==> src/rtl/if_fetch_stage.sv <==
// ---------------------------------------------------------------------------
// if_fetch_stage
//
// Instruction fetch stage feeding the RV64I decode stage. Owns the fetch PC,
// keeps at most one instruction-memory request outstanding, and buffers
// returned words (with the PC they were fetched from) in a small circular
// FIFO. A redirect from execute flushes the FIFO and discards any response
// that is still in flight.
//
// Parameters:
//   RESET_PC   fetch PC loaded on reset
//   BUF_DEPTH  instruction FIFO entries (power of 2, >= 2)
//
// Ports:
//   clk              clock
//   rst              synchronous, active-high reset
//   redirect_valid   execute requests a PC change this cycle
//   redirect_pc      new fetch PC (bits [1:0] ignored)
//   imem_req_valid   fetch request valid
//   imem_req_ready   memory accepts the request
//   imem_req_addr    fetch address (always the current fetch PC)
//   imem_resp_valid  response valid; responses return in order
//   imem_resp_data   fetched instruction word
//   inst_valid       FIFO head valid toward decode
//   inst_ready       decode consumes the head
//   inst             head instruction, NOP (addi x0,x0,0) when empty
//   inst_addr        head PC, 0 when empty
//
// Handshakes: a transfer happens in a cycle where valid and ready are both
// high. The producer holds valid and payload stable until the transfer; the
// consumer may drive ready independently of valid.
//
// Build option: define FETCH_BYPASS_EN to let a response reach decode in the
// same cycle when the FIFO is empty (zero-latency bypass). Without it every
// instruction passes through the FIFO with a fixed one-cycle latency.
// ---------------------------------------------------------------------------
module if_fetch_stage #(
   parameter logic [63:0] RESET_PC  = 64'h0000_0000_8000_0000,
   parameter int          BUF_DEPTH = 2
) (
   input  logic        clk,
   input  logic        rst,
   input  logic        redirect_valid,
   input  logic [63:0] redirect_pc,
   output logic        imem_req_valid,
   input  logic        imem_req_ready,
   output logic [63:0] imem_req_addr,
   input  logic        imem_resp_valid,
   input  logic [31:0] imem_resp_data,
   output logic        inst_valid,
   input  logic        inst_ready,
   output logic [31:0] inst,
   output logic [63:0] inst_addr
);

   localparam int PW = $clog2(BUF_DEPTH);
   localparam int CW = PW + 1;
   localparam logic [CW-1:0] DEPTH_C = CW'(BUF_DEPTH);
   localparam logic [31:0]   NOP     = 32'h0000_0013;

   // IDLE: nothing outstanding. WAIT: response pending and kept.
   // DROP: response pending but a redirect has made it stale.
   localparam logic [1:0] ST_IDLE = 2'd0;
   localparam logic [1:0] ST_WAIT = 2'd1;
   localparam logic [1:0] ST_DROP = 2'd2;

   logic [1:0]    state;
   logic [63:0]   fetch_pc;
   logic [63:0]   req_pc;
   logic [CW-1:0] count;
   logic [PW-1:0] rd_ptr;
   logic [PW-1:0] wr_ptr;
   logic [31:0]   buf_data [BUF_DEPTH];
   logic [63:0]   buf_pc   [BUF_DEPTH];

   logic fifo_empty;
   logic req_fire;
   logic resp_keep;
   logic bypass_hit;
   logic push;
   logic pop;

   // The low bits of a redirect target are always forced to zero.
   logic redirect_pc_unused;
   assign redirect_pc_unused = ^redirect_pc[1:0];

   assign fifo_empty = (count == '0);

   // Never request on a redirect cycle: the address would already be stale.
   assign imem_req_valid = (state == ST_IDLE) && (count < DEPTH_C) &&
                           !redirect_valid && !rst;
   assign imem_req_addr  = fetch_pc;
   assign req_fire       = imem_req_valid && imem_req_ready;

   // A response is only worth keeping in WAIT and when no redirect kills it.
   assign resp_keep = imem_resp_valid && (state == ST_WAIT) && !redirect_valid;

`ifdef FETCH_BYPASS_EN
   assign bypass_hit = fifo_empty && resp_keep;
`else
   assign bypass_hit = 1'b0;
`endif

   assign inst_valid = !fifo_empty || bypass_hit;

   always_comb begin
      inst      = NOP;
      inst_addr = '0;
      if (!fifo_empty) begin
         inst      = buf_data[rd_ptr];
         inst_addr = buf_pc[rd_ptr];
      end else if (bypass_hit) begin
         inst      = imem_resp_data;
         inst_addr = req_pc;
      end
   end

   // A bypassed word that decode takes immediately never enters the FIFO.
   assign pop  = !fifo_empty && inst_ready && !redirect_valid;
   assign push = resp_keep && !(bypass_hit && inst_ready);

   always_ff @(posedge clk) begin
      if (rst) begin
         state    <= ST_IDLE;
         fetch_pc <= RESET_PC;
         req_pc   <= '0;
         count    <= '0;
         rd_ptr   <= '0;
         wr_ptr   <= '0;
      end else if (redirect_valid) begin
         fetch_pc <= {redirect_pc[63:2], 2'b00};
         count    <= '0;
         rd_ptr   <= '0;
         wr_ptr   <= '0;
         // A response landing on the redirect cycle closes the transaction;
         // otherwise a pending one must be swallowed when it arrives.
         if (state != ST_IDLE) begin
            state <= imem_resp_valid ? ST_IDLE : ST_DROP;
         end
      end else begin
         if (req_fire) begin
            req_pc   <= fetch_pc;
            fetch_pc <= fetch_pc + 64'd4;
         end

         // A response seen in IDLE has no owner and is ignored.
         case (state)
            ST_IDLE: if (req_fire)        state <= ST_WAIT;
            ST_WAIT: if (imem_resp_valid) state <= ST_IDLE;
            ST_DROP: if (imem_resp_valid) state <= ST_IDLE;
            default:                      state <= ST_IDLE;
         endcase

         if (push) wr_ptr <= wr_ptr + 1'b1;
         if (pop)  rd_ptr <= rd_ptr + 1'b1;

         case ({push, pop})
            2'b10:   count <= count + 1'b1;
            2'b01:   count <= count - 1'b1;
            default: count <= count;
         endcase
      end
   end

   // Storage needs no reset; count alone decides what is valid.
   always_ff @(posedge clk) begin
      if (push) begin
         buf_data[wr_ptr] <= imem_resp_data;
         buf_pc[wr_ptr]   <= req_pc;
      end
   end

endmodule

==> config.mk <==
export PLATFORM = sky130hd
export DESIGN_NAME = if_fetch_stage
export DESIGN_NICKNAME = d
export VERILOG_FILES = /design/src/rtl/if_fetch_stage.sv
export SDC_FILE = /design/constraint.sdc
export NUM_CORES = 1
export LEC_CHECK = 0
export CAP_MARGIN = 20
export CORE_MARGIN = 8
export CORE_UTILIZATION = 30
export DETAILED_ROUTE_END_ITERATION = 7
export GPL_ROUTABILITY_DRIVEN = 0
export SLEW_MARGIN = 20
export SYNTH_ARGS = -nofsm -noshare
export SYNTH_HDL_FRONTEND = slang
export SYNTH_SLANG_ARGS = --single-unit
==> constraint.sdc <==
create_clock -name clk -period 6.25 [get_ports clk]
set_input_delay 0.9375 -clock clk [delete_from_list [all_inputs] [get_ports clk]]
set_output_delay 0.9375 -clock clk [all_outputs]
set_load 0.005 [all_outputs]
==> metrics.md <==
| Metric | Value |
|---|---|
| Outcome | `finished, final reports clean` |
| Register Area | `roughly 0.0083 sq mm` |
| Number of synthesized flops with an enable pin | `188` |
| Die Y | `between 200 and 250 um` |
| Core area | `0.0451 sq mm` |
| Die area | `0.0524 sq mm` |
| Iteration-0 DRC count of the detailed router | `approximately 800` |
| Fin util | `roughly 40%` |
| Area delta synth->final | `32.2%` |
| Reg-to-reg startpoint | `state[0]` |
| Layout fillers | `roughly 4400` |
| Initial Util | `around 30%` |
| First-pass GRT wire length | `around 67000 um` |
| Critical path class | `flop to output port` |
| # IOs | `about 260` |
| R2R setup slack | `roughly 2.7 ns` |
| CTS Sinks | `319` |
| Crit end category | `output port` |
| Peak supply drop | `147 uV` |
| Most numerous cell in the Yosys netlist | `edfxtp_1` |
| Slew margin rel. | `29.6%` |
| Post-Syn Instances | `1242` |
| Fin crit share | `62.8%` |
| Final hold violations | `0` |
| Clk Latency, worst-skew pair | `around 0.54 ns` |
| Critical Path, Cell by Cell | `buf_4, mux2i_1, nor2_1, clkdlybuf4s50_1` |
| Cell Area, Synth | `around 0.014 sq mm` |
| Post-cts resize count | `0` |
| Detailed Place HPWL | `slightly below 30000 um` |
| Final setup skew | `approximately 0.014 ns` |
| TritonCTS buffer count | `37` |
| Startpoint Class | `flop` |
| Max incr delay on CP | `0.97 ns` |
| Fin cells | `between 2000 and 2500` |
| Fin Setup TNS | `0 ns` |
| Setup violators final | `0` |
| Hold_buf cts | `0` |
| Number of global-route vias before repair | `roughly 10000` |
| Final total power | `4860 uW` |
| Fin crit period | `3.92 ns` |
| Post-synthesis async set-or-reset flop share | `0%` |
| Initial antenna violation count | `3` |
| Worst EP required | `roughly 5.3 ns` |
| I/O Buffers | `around 260` |
| DRT Wirelength | `between 40000 and 50000 um` |
| Fmax | `approximately 0.25 GHz` |
| Synth Area per Inst | `~11 sq um` |
| Rows | `between 70 and 80` |
| Routed WL per cell | `21.2 um` |
| MaxCap Viol Count | `0` |
| CTS tree | `yes` |
| Worst Hold Launch | `req_pc[4]` |
| Top delay family on crit path | `buffers and inverters` |
| CTS H-tree lvls | `2` |
| Postcts setup bufs | `0` |
| Fin. max-slew vios | `0` |
| Routed vias/inst | `5.06` |
| Clk buf depth | `3` |
| Main area contributors after synthesis | `edfxtp_1 42%, dfxtp_1 19%, mux2i_1 7.3%, nand2_1 4.6%, nor2_1 4.4%` |
| RSZ-0062 raised after global routing | `no` |
| Critical path buffers and inverters | `2` |
| WP data arrival | `between 2 and 3 ns` |
| Dpl cells | `about 2000` |
| Residual DRC count | `0` |
| Top cells by count, synth | `188 x edfxtp_1, 168 x nand2_1, 159 x nor2_1` |
| Slew @ Worst Pin | `1.06 ns` |
| Sequential fraction of the synthesis area | `just over 60%` |
| Synth Register Bits | `~320` |
| Layout cells sized above 1 | `~6.6%` |
| Post-synth cell types | `67` |
| Fin nets | `approximately 1600` |
| Die W | `approximately 230 um` |
| Predominant post-synthesis flop cell | `edfxtp_1` |
| Vias | `around 11000` |
| GRT overflow | `0` |
| Drt pass-1 iters | `5` |
| Hold WC Path Type | `flop to flop` |
| Critical path's slowest cell | `dfxtp_4` |
| Final ANT Viol Nets | `0` |
| CP max FO | `45` |
| CTS Root Cell | `clkbuf_16` |
| Multi-input gate area | `0.00495 sq mm` |
| WP depth | `4` |
| Synth top area share | `41.5%` |
| P_leak | `0.00547 uW` |
| R2R depth | `7` |
| Largest net degree at the start of global routing | `roughly 80` |
| Area leader, netlist | `edfxtp_1` |
| Hold path depth | `0` |
| Clock slew at reported path FFs | `around 0.06 ns` |
| Pwr Density | `270 mW/mm^2` |
| GRT Util Overall | `between 15 and 20%` |
| Warnings, synthesis | `0` |
[path summary, 6_finish.rpt]
kind	to
max	inst_addr[27]
min	buf_pc[0][4]
max reg2reg	imem_req_addr[24]
min reg2reg	buf_pc[0][4]
[area by class of cell]
cell class | count | area share (%)
inverters | 13 | 0.271
well taps | 600 | 4.18
multi-input cells | 822 | 27.5
clock buffers | 54 | 6.03
flip-flops and latches | 319 | 46.0
clock inverters | 14 | 0.974
repair buffers | 269 | 15.0
diodes | 1 | 0.0139
[where the power goes]
| part | total, uW | internal [uW] | switching (uW) |
|---|---|---|---|
| Sequential | 2330 | 2260 | 74.4 |
| Clock | 2240 | 1370 | 865 |
| Combinational | 294 | 150 | 144 |
[state kept, by name, summed over array words and instances, names as in the netlist, named ones only]
name           cells
buf_data          64
buf_pc           124
count              2
imem_req_addr     62
rd_ptr             1
req_pc            62
state              2
wr_ptr             1
[layer usage]
metal,global-route usage (%),share of wire (%),vias up
li1,-,-,4981
met1,21.7,44,5128
met2,25.6,46,390
met3,4.54,7.3,71
met4,4.60,2.5,6
met5,0,0.088,-
[through the flow]
stage	setup slack (ns)	hold WS [ns]	cell area, sq um
floorplan	0.123	0.425	13600
global placement	2.00	0.430	16700
detailed placement	1.96	0.435	16700
CTS	2.18	0.444	18000
global route	2.13	0.452	18000
finish	2.33	0.452	18000
[cell families after synthesis]
family                     after synthesis  share of synthesized area [%]
AOI/OAI and AO/OA                      172                           8.02
xor gates and xnor gates                23                           1.48
adders and majority gates                4                          0.368
buffers and inverters                  104                           3.12
DFF                                    319                           60.8
muxes                                  100                           7.37
other                                    1                         0.0276
and+or+nand+nor                        519                           18.8
[cell usage in the layout (no fill, tap or decap), types with 12 or more instances in the layout]
cell	instances
inv_1	12
nand3_1	29
nor4_1	17
clkdlybuf4s50_1	255
xnor2_1	17
and3_1	13
o21ai_0	16
nand4_1	40
clkbuf_16	40
dfxtp_1	130
nor2_1	155
or4_1	14
nand2_1	167
a21oi_1	86
mux2i_1	99
edfxtp_1	188
nor3_1	17
a211oi_1	16
No activity file was read; power rests on OpenSTA's default activity.
==> patch: new RTL, same settings <==
Change the parameter `BUF_DEPTH` from 2 to 4. Comments in the files are not updated.
--- a/src/rtl/if_fetch_stage.sv
+++ b/src/rtl/if_fetch_stage.sv
@@ -37,5 +37,5 @@
 module if_fetch_stage #(
    parameter logic [63:0] RESET_PC  = 64'h0000_0000_8000_0000,
-   parameter int          BUF_DEPTH = 2
+   parameter int          BUF_DEPTH = 4
 ) (
    input  logic        clk,
Behaviour: same outputs for any inputs over 4 cycles, from zero or initial values and one cycle with rst high; that may be too few to reach the edited logic, so the function may still have changed.
==> patch against the unedited design <==
Design area increased by 45%. Maximum frequency decreased by 8.0%. Routed wire length increased by 33%. Critical path depth unchanged. Combinational power increased by 4%. Final cell count increased by 25%. Synthesized area increased by 52%. Sequential cell count increased by 192. Non-clock buffer count increased by 12. Clock power increased by 46%. Power increased by 50%. Worst setup slack got worse by 340 ps. Die area increased by 48%.
==> patch: results (changes against the unedited design) <==
* Status: finished, final reports clean (unchanged)
* Metal2 WL at 27.0 mm (was 20.3 mm)
* Worst EP arrival at 3330 ps (was 2990 ps)
* Largest net degree at the start of global routing at 85 (was 78)
* Layout cells sized above 1 at 14.0% (was 6.64%)
* CP Capture Point: inst_addr[63] (was inst_addr[27])
* Clk_skew at 27.2 ps (was 13.8 ps)
* Hold Crit Depth at 2 (was 0)
* Crit Path Class: flop to output pin (unchanged)
* Number of synthesized flops with an enable pin at 376 (was 188)
* RR Endpoint: imem_req_addr[32] (was imem_req_addr[24])
* Met1 usage at 20.4% (was 21.7%)
* Final nets at 1806 (was 1568)
* Crit-path max FO at 61 (was 45)
* Hold Slack at 497 ps (was 452 ps)
* Mux share of post-synthesis cell area at 11.1% (was 7.37%)
* Top Registers: buf_pc: 248 flops, buf_data: 128 flops (was buf_pc: 124 flops, buf_data: 64 flops)
* Peak VDD IR at 165 uV (was 147 uV)
* Post-synthesis compound-gate area fraction at 5.21% (was 8.02%)
* Hold EP: req_pc[48] (was buf_pc[0][4])
* Clock Latency Late Sink at 610 ps (was 540 ps)
* RR Startpoint: imem_req_addr[3] (was state[0])
* Final WL at 59.1 mm (was 44.3 mm)
* Sequential share of the synthesized area at 67.5% (was 60.8%)
* Initial DRC count at 863 (was 780)
* Pint at 5720 uW (was 3780 uW)
* Synth Area in XOR/XNOR at 0.718% (was 1.48%)
* Leakage at 0.00822 uW (was 0.00547 uW)
* Number of global-route vias before repair at 13249 (was 10344)
* GR Util met2 at 23.2% (was 25.6%)
* PnR worst setup slack at 1980 ps (was 2330 ps)
* Hold Crit Start: req_pc[48] (was req_pc[4])
* Area share of fa/ha/maj cells after synthesis at 0.579% (was 0.368%)
* Top cells by count, synth: edfxtp_1 (376), nand2_1 (202), dfxtp_1 (135) (was edfxtp_1 (188), nand2_1 (168), nor2_1 (159))
* Synth cell types at 58 (was 67)
* Relative slew margins at 26.1% (was 29.6%)
* DP HPWL at 38.6 mm (was 29.7 mm)
* Met3 WL at 3.80 mm (was 3.25 mm)
* TritonCTS Buffers at 54 (was 37)
* Met3 Usage GRT at 3.69% (was 4.54%)
* Via density at 5.02 (was 5.06)
==> patch: per-stage QoR <==
| stage | area (um^2) | std cells |
|---|---|---|
| after CTS | 26100 | 2623 |
| after global placement | 24200 | 2521 |
| after floorplan | 20700 | 1450 |
| after global routing | 26100 | 2623 |
| after detailed placement | 24200 | 2521 |
| final | 26100 | 2625 |
==> patch: area by class of cell <==
class,instances,area (um^2)
antenna,2,5.00
clock buffer,69,1460
clock inverter,33,374
fill,6505,42400
inverter,20,76.3
multi-input combinational,827,6300
sequential,511,14000
tap,882,1100
timing repair buffer,281,2760
==> patch: critical path: stages (launching register included) <==
cell and delay [ps]:
dfxtp_4 850, buf_12 480, mux4_2 640, and2_1 200
clkdlybuf4s50_1 450
==> patch: power by group through the flow <==
stage                     Combinational, uW  Clock, uW  Sequential, uW
after detailed placement                310          0            3790
after global placement                  307          0            3790
final                                   306       3270            3720
after global routing                    332       3500            3730
after CTS                               311       3360            3720
after floorplan                         121          0            3770
